===== src/rtl/aes_inv_cipher_controller.sv =====
// Purpose : sequencing controller for the AES inverse cipher (key expansion, then rounds NR..0).
// Latency : start->decipher_valid = NR+2 cycles with a cached key, 2*NR+2 with key expansion.
// Backpr. : start accepted only while decipher_ready; result held in DONE until out_ack.
//
// Ports:
//   clk, rst_n            - clock (rising edge), asynchronous active-low reset
//   start, key_load       - request (sampled in IDLE only); key_load forces key expansion
//   out_ack               - consumer took the plaintext (sampled in DONE only)
//   decipher_ready/valid  - request / result handshake
//   kexp_en, kexp_round   - round-key generation strobe and index (1..NR)
//   load_state            - load ciphertext and add round key NR
//   round_en, last_round  - inverse round strobe; last_round skips InvMixColumns
//   round_num             - current inverse round, also the round-key read address
module aes_inv_cipher_controller #(
    parameter int NR = 10,
    parameter int RW = 4
) (
    input  logic          clk,
    input  logic          rst_n,
    input  logic          start,
    input  logic          key_load,
    input  logic          out_ack,
    output logic          decipher_ready,
    output logic          decipher_valid,
    output logic          kexp_en,
    output logic [RW-1:0] kexp_round,
    output logic          load_state,
    output logic          round_en,
    output logic          last_round,
    output logic [RW-1:0] round_num
);

    typedef enum logic [2:0] {
        IDLE  = 3'd0,
        KEXP  = 3'd1,
        LOAD  = 3'd2,
        ROUND = 3'd3,
        DONE  = 3'd4
    } state_t;

    localparam logic [RW-1:0] NR_W    = RW'(NR);
    localparam logic [RW-1:0] NR_M1_W = RW'(NR - 1);

    state_t        state, state_nxt;
    logic          key_valid, key_valid_nxt;
    logic [RW-1:0] round_q, round_nxt;
    logic [RW-1:0] kexp_q, kexp_nxt;

    always_ff @(posedge clk or negedge rst_n) begin
        if (!rst_n) begin
            state     <= IDLE;
            key_valid <= 1'b0;
            round_q   <= '0;
            kexp_q    <= '0;
        end else begin
            state     <= state_nxt;
            key_valid <= key_valid_nxt;
            round_q   <= round_nxt;
            kexp_q    <= kexp_nxt;
        end
    end

    always_comb begin
        state_nxt     = state;
        key_valid_nxt = key_valid;
        round_nxt     = round_q;
        kexp_nxt      = kexp_q;
        case (state)
            IDLE: begin
                if (start) begin
                    // A fresh key, or no key ever expanded since reset, needs the schedule run.
                    if (key_load || !key_valid) begin
                        state_nxt = KEXP;
                        kexp_nxt  = RW'(1);
                    end else begin
                        state_nxt = LOAD;
                        round_nxt = NR_W;
                    end
                end
            end
            KEXP: begin
                if (kexp_q == NR_W) begin
                    state_nxt     = LOAD;
                    key_valid_nxt = 1'b1;
                    kexp_nxt      = '0;
                    round_nxt     = NR_W;
                end else begin
                    kexp_nxt = kexp_q + RW'(1);
                end
            end
            LOAD: begin
                state_nxt = ROUND;
                round_nxt = NR_M1_W;
            end
            ROUND: begin
                // Round 0 is the final one; the counter parks at 0 rather than wrapping.
                if (round_q == '0) begin
                    state_nxt = DONE;
                end else begin
                    round_nxt = round_q - RW'(1);
                end
            end
            DONE: begin
                if (out_ack) begin
                    state_nxt = IDLE;
                end
            end
            default: begin
                state_nxt = IDLE;
            end
        endcase
    end

    // Outputs decode only flopped state/counters, so inputs never reach them combinationally.
    always_comb begin
        decipher_ready = (state == IDLE);
        decipher_valid = (state == DONE);
        kexp_en        = (state == KEXP);
        load_state     = (state == LOAD);
        round_en       = (state == ROUND);
        last_round     = (state == ROUND) && (round_q == '0);
    end

    assign kexp_round = kexp_q;
    assign round_num  = round_q;

endmodule


===== config.mk =====
export PLATFORM = sky130hd
export DESIGN_NAME = aes_inv_cipher_controller
export DESIGN_NICKNAME = d
export VERILOG_FILES = /design/src/rtl/aes_inv_cipher_controller.sv
export SDC_FILE = /design/constraint.sdc
export NUM_CORES = 1
export LEC_CHECK = 0
export ABC_AREA = 1
export CORE_MARGIN = 2
export CORE_UTILIZATION = 37
export CTS_CLUSTER_DIAMETER = 120
export DETAILED_ROUTE_END_ITERATION = 6
export GPL_TIMING_DRIVEN = 0
export PLACE_DENSITY = 0.7
export SETUP_SLACK_MARGIN = 0.15
export SLEW_MARGIN = 10
export SYNTH_ARGS = -nofsm -noshare
export SYNTH_HDL_FRONTEND = slang
export SYNTH_SLANG_ARGS = --single-unit

===== constraint.sdc =====
create_clock -name clk -period 1.5 [get_ports clk]
set_input_delay 0.375 -clock clk [delete_from_list [all_inputs] [get_ports clk]]
set_output_delay 0.375 -clock clk [all_outputs]
set_load 0.05 [all_outputs]

==> out/metrics.cfg <==
[timing]
finClkSkew_ns=0.00302
timing.final.hold_violations=0
period_minus_slack_ns=1.74
slew_violations=0
layout_setup_ws_ns=-0.236
setup_viol=11
worstMarginPinSlew_ns=0.566
rsz0062_at_grt=yes
post-route-period-util=1.16
slew_headroom=0.622
max_freq_mhz=576

[setup_path]
r2r_start=state[1]
cp-end-kind=output pin
worst-path-max-fanout=2
rr_endpoint=round_num[2]
cp-endpoint=last_round
cp.arrival_ns=1.36
worst-r2r-cell-count=10
crit_start=round_num[1]
critPathLaunchType=flop
path_class=flop to output pin
ff2ff_setup_slack_ns=-0.05
required_ns=1.12

[place]
gp_congestion=0.804
dp_hpwl_um=1300
placed_cells_incl_taps=151
io_buffers=18

[synthesis]
synth_cell_types=18
synth-simple-area-share=0.372
netlist_instances=106
ys_ff_latch=12
synthXorXnorAreaFrac=0.0228
synthesis.nets=115
synthMuxAreaShare=0
yosysSeqAreaShare=0.390
synth_fa_ha_area_frac=0.0650
synth_top_family_by_area=simple AND/OR/NAND/NOR gates
synth_compound_area_frac=0.0715
yosys_warnings=0
netlist_area_um2=769
post_synth.cell_area_avg_um2=7.26

[clocking]
clock_sinks=12
cts-root-buf=clkbuf_4
clkLatencyLatePin_ns=0.28
cts_tree=yes
cts_hold_buffers=0
numCtsBuffers=3
cts_buffer_depth=2
clk_pin_slew_ns=0.08
cts_max_level=1

[floorplan]
start_util=0.392
core_area_um2=1960
dieArea_um2=2460
io-pin-count=19
fp-row-count=16
die_h_um=49.6
dieWidth_um=49.6

[finish]
layout.nets=163
final_cell_count_no_fill=180
antenna_cells=0
area_delta_synth_final_pct=93.5
layout-drive-gt1-share=0.601

[routing]
viasPerCell=4.99
drtIter0Drc=16
drt_wl_total_um=2720
drc=0
avgRoutedWirePerCell_um=15.1
via_count=899
drtAntennaViolNets=0
drt_pass1_iterations=4

[global_routing]
overflow=0
grt_max_degree=13
grt_first_pass_wirelength_um=3640
grt_pass1_vias=852
antenna_found_initial=0
grt_util_all_layers=0.191

[flow_run]
drv_cap=0

[outcome]
outcome=finished with violations
violations=negative setup slack

[worst_hold_path]
hold_path_class=primary input to asynchronous set/reset pin

routing by layer:
| layer | track usage | vias up | part of all wire |
|---|---|---|---|
| li1 | - | 425 | - |
| met1 | 0.226 | 433 | 0.37 |
| met2 | 0.342 | 31 | 0.54 |
| met3 | 0.0394 | 10 | 0.045 |
| met4 | 0.0556 | 0 | 0.044 |
| met5 | 0 | - | 0 |
layout by cell type, fill, tap and decap left out, types with 2 or more instances in the layout:
master,count
nand2_4,7
inv_4,4
buf_8,6
nand2_2,6
ha_1,3
nor2_1,4
a21oi_1,2
o21bai_1,2
a21oi_2,3
o21ai_1,2
nand3_4,4
clkdlybuf4s50_1,4
inv_1,6
nand2_1,25
nor2_4,8
inv_2,4
dfrtp_1,3
clkbuf_4,5
buf_4,16
clkinvlp_4,2
dfrtp_2,9
buf_6,13
nand3_1,4
how the worst min path moves through the flow:
stage | start | to | depth (start not counted)
2_1_floorplan | rst_n | kexp_round[0] | 0
3_3_place_gp | round_num[0] | round_num[0] | 2
3_5_place_dp | round_num[0] | round_num[0] | 2
4_1_cts | rst_n | key_valid | 1
5_1_grt | rst_n | kexp_round[3] | 1
6_report | rst_n | kexp_round[2] | 1
logic make-up (layout without fill, tap and decap cells):
family	count (synthesis)	count (layout)
AND/OR/NAND/NOR	62	62
buffers and inverters	16	63
adder cells (fa/ha/maj)	4	4
AO/OA/AOI/OAI	10	10
flip-flops	12	12
XOR/XNOR	2	2
through the flow:
| stage | utilization | TNS, ns | area (µm²) | setup slack (ns) | hold slack [ns] |
|---|---|---|---|---|---|
| final | 0.759 | -1.35 | 1490 | -0.236 | 0.449 |
| after global routing | 0.759 | -1.98 | 1490 | -0.300 | 0.507 |
| after CTS | 0.651 | -0.791 | 1280 | -0.207 | 0.481 |
| after detailed placement | 0.532 | -3.70 | 1040 | -0.666 | 0.501 |
| after global placement | 0.532 | -3.66 | 1040 | -0.659 | 0.499 |
| after floorplan | - | -0.185 | 830 | -0.144 | 0.0794 |
Yosys cell counts:
library cell  number  area, µm²
o21bai_1           2       15.0
dfrtp_1           12        300
nand2_2            5       31.3
nor2_2             3       18.8
nand4_1            1       6.26
nand2_1           33        124
ha_1               4       50.1
xor2_1             1       8.76
a21oi_1            5       25.0
o21ai_0            3       15.0
inv_1             14       52.6
xnor2_1            1       8.76
nor3_1             2       10.0
nand3_2            2       20.0
nor2_1             8       30.0
nand3_1            7       35.0
nor2_4             1       11.3
inv_2              2       7.51
worst max-delay path, cell delays in order (launching register included):
cell and delay (ns):
dfrtp_2 0.42, inv_2 0.08, ha_4 0.14, nand2_4 0.05, nor2_4 0.10, nand2_2 0.08
clkinvlp_4 0.08, buf_8 0.13
flip-flops by register name (all words and copies together), names as in the netlist:
register,cells
state,3
key_valid,1
kexp_round,4
round_num,4
repair_timing:
item	in CTS	in global routing
gates resized for setup	111	35
setup buffers	16	9
setup endpoints to repair	18	22
pin swaps	10	11
layout make-up:
class | count | area, µm²
fill | 132 | 473
sequential | 12 | 312
clock buffer | 4 | 36.3
multi-input combinational | 78 | 589
timing repair buffer | 43 | 440
tap | 27 | 33.8
inverter | 16 | 77.6
Power is left out: the tool's default activity adds up to more than one toggle a clock period on the data nets, which glitch-free logic cannot reach.
